$ cat config.mk
export PLATFORM = sky130hd
export DESIGN_NAME = alu_seq_unit
export DESIGN_NICKNAME = d
export VERILOG_FILES = /design/src/rtl/alu_seq_pkg.sv /design/src/rtl/alu_iter_step.sv /design/src/rtl/alu_seq_unit.sv
export SDC_FILE = /design/constraint.sdc
export NUM_CORES = 1
export LEC_CHECK = 0
export ABC_AREA = 1
export CORE_MARGIN = 2
export CORE_UTILIZATION = 50
export CTS_CLUSTER_SIZE = 16
export DETAILED_ROUTE_END_ITERATION = 10
export DONT_BUFFER_PORTS = 1
export SLEW_MARGIN = 20
export SYNTH_ARGS = -nofsm -noshare
export SYNTH_HDL_FRONTEND = slang
export SYNTH_SLANG_ARGS = --single-unit
$ cat constraint.sdc
create_clock -name clk -period 2.5 [get_ports clk]
set_input_delay 0.625 -clock clk [delete_from_list [all_inputs] [get_ports clk]]
set_output_delay 0.625 -clock clk [all_outputs]
set_load 0.02 [all_outputs]
$ cat src/rtl/alu_seq_pkg.sv
// Shared constants and types for the sequential nibble ALU.
package alu_seq_pkg;

  localparam logic [1:0] OP_ADD = 2'b00;
  localparam logic [1:0] OP_SUB = 2'b01;
  localparam logic [1:0] OP_MUL = 2'b10;
  localparam logic [1:0] OP_DIV = 2'b11;

  localparam int unsigned STEPS_ADDSUB = 1;
  localparam int unsigned STEPS_MULDIV = 4;

  localparam logic [3:0] DIVZ_Q = 4'hF;
  localparam logic [3:0] DIVZ_T = 4'hE;

  typedef enum logic [1:0] {
    StIdle,
    StCalc,
    StDone
  } state_e;

endpackage

$ cat src/rtl/alu_iter_step.sv
// One iteration of the multiply (shift-add) or divide (restoring) datapath.
module alu_iter_step (
  input  logic       is_div,
  input  logic [3:0] a,
  input  logic [3:0] b,
  input  logic [1:0] idx,
  input  logic [7:0] acc,
  input  logic [4:0] rem,
  input  logic [3:0] quo,
  output logic [7:0] acc_next,
  output logic [4:0] rem_next,
  output logic [3:0] quo_next
);

  logic [7:0] partial;
  logic [4:0] rem_sh;
  logic [1:0] div_idx;
  logic       qbit;

  always_comb begin
    partial  = b[idx] ? ({4'b0000, a} << idx) : 8'h00;
    // Divide consumes dividend bits MSB first.
    div_idx  = 2'd3 - idx;
    rem_sh   = {rem[3:0], a[div_idx]};
    qbit     = (rem_sh >= {1'b0, b});
    acc_next = acc;
    rem_next = rem;
    quo_next = quo;
    if (is_div) begin
      rem_next = qbit ? (rem_sh - {1'b0, b}) : rem_sh;
      quo_next = {quo[2:0], qbit};
    end else begin
      acc_next = acc + partial;
    end
  end

endmodule

$ cat src/rtl/alu_seq_unit.sv
// Multi-cycle 4-bit add/sub/mul/div unit feeding the Q/S/T digit decoders.
module alu_seq_unit
  import alu_seq_pkg::*;
(
  input  logic       clk,
  input  logic       rst_n,
  input  logic [3:0] a,
  input  logic [3:0] b,
  input  logic [1:0] op,
  input  logic       start,
  output logic       busy,
  output logic       read,
  output logic [3:0] q,
  output logic [3:0] s,
  output logic [3:0] t
);

  state_e     state_q, state_d;
  logic [3:0] a_q, a_d, b_q, b_d;
  logic [1:0] op_q, op_d, cnt_q, cnt_d, last_cnt;
  logic [7:0] acc_q, acc_d, acc_step;
  logic [4:0] rem_q, rem_d, rem_step;
  logic [3:0] quo_q, quo_d, quo_step;
  logic [3:0] q_q, q_d, s_q, s_d, t_q, t_d;
  logic [4:0] sum;

  alu_iter_step u_step (
    .is_div   (op_q == OP_DIV),
    .a        (a_q),
    .b        (b_q),
    .idx      (cnt_q),
    .acc      (acc_q),
    .rem      (rem_q),
    .quo      (quo_q),
    .acc_next (acc_step),
    .rem_next (rem_step),
    .quo_next (quo_step)
  );

  always_comb begin
    state_d  = state_q;
    a_d      = a_q;
    b_d      = b_q;
    op_d     = op_q;
    cnt_d    = cnt_q;
    acc_d    = acc_q;
    rem_d    = rem_q;
    quo_d    = quo_q;
    q_d      = q_q;
    s_d      = s_q;
    t_d      = t_q;
    sum      = {1'b0, a_q} + {1'b0, b_q};
    last_cnt = op_q[1] ? 2'(STEPS_MULDIV - 1) : 2'(STEPS_ADDSUB - 1);
    unique case (state_q)
      StIdle, StDone: begin
        if (start) begin
          state_d = StCalc;
          a_d     = a;
          b_d     = b;
          op_d    = op;
          cnt_d   = 2'd0;
          acc_d   = 8'h00;
          rem_d   = 5'h00;
          quo_d   = 4'h0;
        end
      end
      StCalc: begin
        acc_d = acc_step;
        rem_d = rem_step;
        quo_d = quo_step;
        cnt_d = cnt_q + 2'd1;
        if (cnt_q == last_cnt) begin
          state_d = StDone;
          unique case (op_q)
            OP_ADD: begin
              q_d = 4'h0;
              s_d = sum[3:0];
              t_d = {3'b000, sum[4]};
            end
            OP_SUB: begin
              q_d = 4'h0;
              s_d = a_q - b_q;
              t_d = {3'b000, (a_q < b_q)};
            end
            OP_MUL: begin
              q_d = 4'h0;
              s_d = acc_step[3:0];
              t_d = acc_step[7:4];
            end
            default: begin
              // Divide by zero still runs all steps; the result is forced here.
              if (b_q == 4'h0) begin
                q_d = DIVZ_Q;
                s_d = a_q;
                t_d = DIVZ_T;
              end else begin
                q_d = quo_step;
                s_d = rem_step[3:0];
                t_d = 4'h0;
              end
            end
          endcase
        end
      end
      default: state_d = StIdle;
    endcase
  end

  always_ff @(posedge clk or negedge rst_n) begin
    if (!rst_n) begin
      state_q <= StIdle;
      a_q     <= 4'h0;
      b_q     <= 4'h0;
      op_q    <= 2'b00;
      cnt_q   <= 2'd0;
      acc_q   <= 8'h00;
      rem_q   <= 5'h00;
      quo_q   <= 4'h0;
      q_q     <= 4'h0;
      s_q     <= 4'h0;
      t_q     <= 4'h0;
    end else begin
      state_q <= state_d;
      a_q     <= a_d;
      b_q     <= b_d;
      op_q    <= op_d;
      cnt_q   <= cnt_d;
      acc_q   <= acc_d;
      rem_q   <= rem_d;
      quo_q   <= quo_d;
      q_q     <= q_d;
      s_q     <= s_d;
      t_q     <= t_d;
    end
  end

  assign busy = (state_q == StCalc);
  assign read = (state_q == StDone);
  assign q    = q_q;
  assign s    = s_q;
  assign t    = t_q;

endmodule

# ---- Word level (Yosys, flattened, before mapping)
# Cells that the tools add are included.
dict set report totals {
  reg_bits 42
  input_bits 13
  output_inout_bits 14
}
dict set report op_classes {
  addsub 6
  order_cmp 4
  n_eq_ne 8
  shift 1
  muxes 27
  reduce_logical 10
}
# op count
set ops {}
lappend ops {{2-to-1 mux 4 bit} 9}
lappend ops {{2-to-1 mux 8 bit} 3}
lappend ops {{case mux 4 bit (3 select lines)} 2}
lappend ops {{case mux 4 bit (2 select lines)} 2}
lappend ops {{case mux 8 bit (2 select lines)} 1}
lappend ops {{adder 8 bit} 1}
lappend ops {{2-to-1 mux 2 bit} 4}
lappend ops {{case mux 2 bit (2 select lines)} 2}
lappend ops {{AND reduction 2 bit} 4}
lappend ops {{<< shifter 4 x 2 -> 8 bit} 1}
lappend ops {{subtractor 4 bit} 2}
lappend ops {{== test 2 bit, second input constant} 3}
lappend ops {{< comparator 2 x 3 -> 1 bit, second input constant} 2}
lappend ops {{adder 4 x 4 -> 5 bit} 1}
lappend ops {{>= comparator 5 x 4 -> 1 bit} 1}
lappend ops {{binary-select mux 1 bit (select 2 bit)} 2}
lappend ops {{== test 2 x 1 -> 1 bit, second input constant} 2}
lappend ops {{zero test 2 bit} 2}
lappend ops {{zero test 4 bit} 1}
lappend ops {{< comparator 4 bit} 1}
lappend ops {{OR reduction 3 bit} 1}
lappend ops {{adder 2 x 1 -> 2 bit, second input constant} 1}
lappend ops {{== test 2 bit} 1}
lappend ops {{2-to-1 mux 1 bit} 2}
lappend ops {{other kinds (5)} 5}

# ---- Logic depth before layout (Yosys ltp)
dict set report depth {
  depth_word 8
  mapped_depth 16
  depth_no_buf 16
}

# ---- Modules after synthesis
# Synthesis repeated with hierarchy kept, for this count alone.
dict set report unflattened {
  cells_unflattened 408
  area_unflattened_um2 3060.4
}
# module instances cells_per_inst area_per_inst_um2 seq_area_each_um2
set by_module_without_submodules {}
lappend by_module_without_submodules {alu_seq_unit 1 227 2092.0 1076.0}
lappend by_module_without_submodules {alu_iter_step 1 181 968.4 0.0}

# ---- Worst setup path before layout
# Ideal clock, no wire load.
dict set report synth_path {
  path_type {register -> register}
  startpoint {register cnt_q[0]}
  endpoint {register t_q[0] (netlist: t[0])}
  setup_ps 123
  arrival_time_ps 2047
  setup_slack_ps 330
  path_stages_with_launch 12
  path_cell_list {dfrtp_1 > buf_4 > o21ai_0 > nor3_1 > ha_1 > fa_1 > nand3_1 > nand2_1 > xor2_1 > nor2_1 > o21ai_0 > nand2_1}
}
dict set report synth_via {
  elab_chain_len 6
}
# element line
set synth_rtl {}
lappend synth_rtl {{start: declaration} alu_seq_unit.sv:20} ;# logic [1:0] op_q, op_d, cnt_q, cnt_d, last_cnt;
lappend synth_rtl {{start signal: assignment} alu_seq_unit.sv:127} ;# cnt_q <= cnt_d;
lappend synth_rtl {{binary-select mux 1 bit (select 2 bit)} alu_iter_step.sv:21} ;# partial = b[idx] ? ({4'b0000, a} << idx) : 8'h00;
lappend synth_rtl {{2-to-1 mux 1 bit (implied by the code)} alu_iter_step.sv:21}
lappend synth_rtl {{2-to-1 mux 8 bit} alu_iter_step.sv:21}
lappend synth_rtl {{adder 8 bit} alu_iter_step.sv:33} ;# acc_next = acc + partial;
lappend synth_rtl {{2-to-1 mux 8 bit} alu_iter_step.sv:29} ;# if (is_div) begin
lappend synth_rtl {{case mux 4 bit (3 select lines)} alu_seq_unit.sv:74} ;# unique case (op_q)
lappend synth_rtl {{end signal: assignment} alu_seq_unit.sv:133} ;# t_q <= t_d;
lappend synth_rtl {{end: declaration} alu_seq_unit.sv:24} ;# logic [3:0] q_q, q_d, s_q, s_d, t_q, t_d;
# Parallel ways exist; a longest one is shown, timed or not. The select of a mux whose other input is x is not followed.
# A chain may end at the register's enable or synchronous reset.

# ---- Final worst setup path
dict set report layout_path {
  startpoint {register cnt_q[1]}
  endpoint {register t_q[0] (netlist: t[0])}
}
# The elaborated chain is that of the path after synthesis.

==> key figures <==
Floorplanning
  • Boundary Pins: 27
  • DIE HEIGHT: a little under 80 um
  • Die area: 6170 um2
  • Core area: 5440 um2
  • Std cell rows: 27
  • Initial core utilization: between 50% and 60%
  • Die Wd: 78.6 um

Routing
  • Routed wire length per instance: 15.7 um
  • Met2 wire length: 3.26 mm
  • Uppermost layer routed: met4
  • 1st-iter DRT viols: 136
  • Met3 wire length: 437 um
  • M1 WL: 3.39 mm
  • Via density: roughly 5.4
  • Final ANT Viol Nets: 0
  • Via count: approximately 2500
  • 1st-pass router iterations: 6
  • Post-Route WL: 7.24 mm
  • Remaining DRCs: 0

Layout
  • # diodes: 0
  • Layout area overhead: 8.82%
  • Non-Filler Instances: between 400 and 500
  • Commonest non-fill, non-tap cell in the layout: nand2_1
  • Most frequent cells in the layout: nand2_1 (108), inv_1 (45), nand3_1 (39), dfrtp_1 (38), o21ai_0 (30)
  • Post-layout instance area: 3020 um2
  • Layout cells sized above 1: about a tenth
  • Nets: 424

Run
  • Maxcap violations: 0

GRT
  • Overall Global Routing Usage: between 20% and 30%
  • Vias in the first global route: approximately 2300
  • Gr ovfl total: 0
  • Initial antenna violation count: 0
  • Largest net degree at the start of global routing: between 40 and 50
  • Global-route wire length before repair: 11.7 mm

Pwr
  • Worst VDD drop: 0.747 mV
  • Leakage Power: 1.59 nW
  • Pwr per Cell Area: 1460 nW/um2

Setup path
  • CP max stage cell: dfrtp_2
  • Max Fanout on Critical Path: 7
  • Reg2reg path depth: 13
  • CP most frequent cell: nand2_1
  • Critical R2R Launch: cnt_q[1]
  • Capturing point of the worst reg2reg path: t[0]
  • Setup crit end kind: register
  • Crit path required time: 2680 ps
  • Largest delay share family, worst path: compound AO/OA/AOI/OAI gates
  • R2R Setup Slk: 180 ps
  • WS Path Type: reg2reg
  • Critical path, cell by cell: inv_2, a21oi_1, o21ai_0, nand2_1, nand2_1, inv_1, ha_2, a21oi_2, nand2_1, xor2_2, nor2_1, o21ai_0, nand2_1
  • Startpoint Class: register
  • CP max stage delay: 440 ps
  • Critical Path AT: 2500 ps
  • Crit path launch: cnt_q[1]
  • Crit path buffers/inverters: 2

Yosys
  • Average instance area after synthesis: 7.37 um2
  • Netlist cell types: 35
  • Fraction of registers with async set/reset: 100%
  • Synthesized Nets: between 400 and 500
  • Post-synthesis register bit count: 41
  • Register area share after synthesis: a little under two fifths
  • YS warnings: 0
  • Post-Syn Area: between 2000 and 3000 um2
  • EDFF count, synth: 0
  • Synth Flop Type: dfrtp_1
  • Syn Inst Count: ~380

CTS
  • CTS max path bufs: 2
  • TritonCTS clock tree: built
  • Clk_lat worst skew: 300 ps
  • H-tree depth: 2
  • CTS Buf Count: 5
  • Clk slew on worst S/H paths: approximately 90 ps
  • Root Buffer: clkbuf_8
  • CTS Sinks: about 40

Timing
  • Final Worst Setup Slack: 183 ps
  • Final Hold Vio Count: 0
  • Max Clock Skew: 8.65 ps
  • Post-layout minimum cycle time: 2320 ps
  • Final setup viols: 0
  • Worst Max-Slew Pin Slew: 833 ps
  • Slew Limit Fails: 0
  • Fmax: 432 MHz
  • Final period util: 92.7%
  • Worst slew margin: 44.3%

Placement
  • DPL Wire Length: 5.31 mm
  • Post-DP Area: 2870 um2
  • Final GP Congestion: 0.878
  • Buffers on Ports: 0
  • Post-place setup slack: between 40 and 50 ps
  • DP Cell Count: 448

Outcome
  • Status: completed

Min path
  • Hold crit path type: in2async
registers in the layout, summed over array words and instances (netlist names):
| register | count |
|---|---|
| a_q | 4 |
| acc_q | 8 |
| b_q | 4 |
| cnt_q | 2 |
| op_q | 2 |
| q | 4 |
| quo_q | 3 |
| rem_q | 4 |
| s | 4 |
| state_q | 2 |
| t | 4 |
Yosys cell counts (2+ instances only):
cell | number | area (um2)
nand2_1 | 108 | 405
inv_1 | 47 | 176
dfrtp_1 | 41 | 1030
nand3_1 | 39 | 195
o21ai_0 | 31 | 155
nor2_1 | 25 | 93.8
ha_1 | 19 | 238
a21oi_1 | 17 | 85.1
fa_1 | 4 | 80.1
nand2_2 | 4 | 25.0
nor2_4 | 4 | 45.0
o21ai_1 | 4 | 20.0
buf_2 | 3 | 15.0
inv_2 | 3 | 11.3
xor2_1 | 3 | 26.3
a22oi_1 | 2 | 15.0
nand3b_1 | 2 | 15.0
nand4_1 | 2 | 12.5
nor3_1 | 2 | 10.0
o22ai_1 | 2 | 12.5
worst max path at each step:
stage | endpoint | slack, ps | cells after the start
finish | t[0] | 180 | 13
detailed placement | t[0] | 40 | 11
global route | t[3] | -3 | 16
global placement | t[0] | 110 | 11
floorplan | t[0] | 330 | 11
CTS | t[0] | 30 | 11
layout make-up:
| cell class | instances | area [um2] |
|---|---|---|
| multi-input combinational | 279 | 1550 |
| clock inverter | 3 | 17.5 |
| tap | 72 | 90.1 |
| inverter | 51 | 193 |
| timing repair buffer | 10 | 80.1 |
| fill | 537 | 2410 |
| sequential | 41 | 1030 |
| clock buffer | 5 | 68.8 |
repair_timing:
item	in CTS	in global routing
gates resized for setup	0	11
hold endpoints to repair	0	16
buffers inserted	0	2
endpoints found under the setup margin	0	10
hold buffers	0	3
metrics by stage:
stage	setup TNS, ps	hold slack, ps	total power, mW	util (%)
global route	-2.55	1.42	4.88	55.6
detailed placement	0	331	3.88	52.7
global placement	0	330	3.86	52.7
finish	0	16.4	4.43	55.6
floorplan	0	329	3.22	-
CTS	0	0.454	4.34	54.3
cell families (layout without fill, tap and decap cells):
family                     Yosys count  after routing  share of synthesized area, %
and+or+nand+nor                    190            190                          29.9
DFF                                 41             41                          36.9
xor gates and xnor gates             3              3                         0.946
buffers and inverters               57             69                          8.28
AOI/OAI and AO/OA                   63             63                          12.5
adders and majority gates           23             23                          11.4
routing by layer:
| metal | up-vias | track usage, % |
|---|---|---|
| met5 | - | 0 |
| met4 | 0 | 7.37 |
| met2 | 80 | 38.5 |
| met3 | 16 | 4.94 |
| met1 | 1143 | 34.7 |
| li1 | 1241 | - |
where the power goes:
group          switching (mW)  total [mW]  leakage [nW]  internal, mW
clock network           0.247       0.440        0.0439         0.193
registers               0.347        1.28         0.527         0.934
logic                    1.78        2.71          1.02         0.921
total                    2.38        4.43          1.59          2.05
No activity file was read; power rests on OpenSTA's default activity.
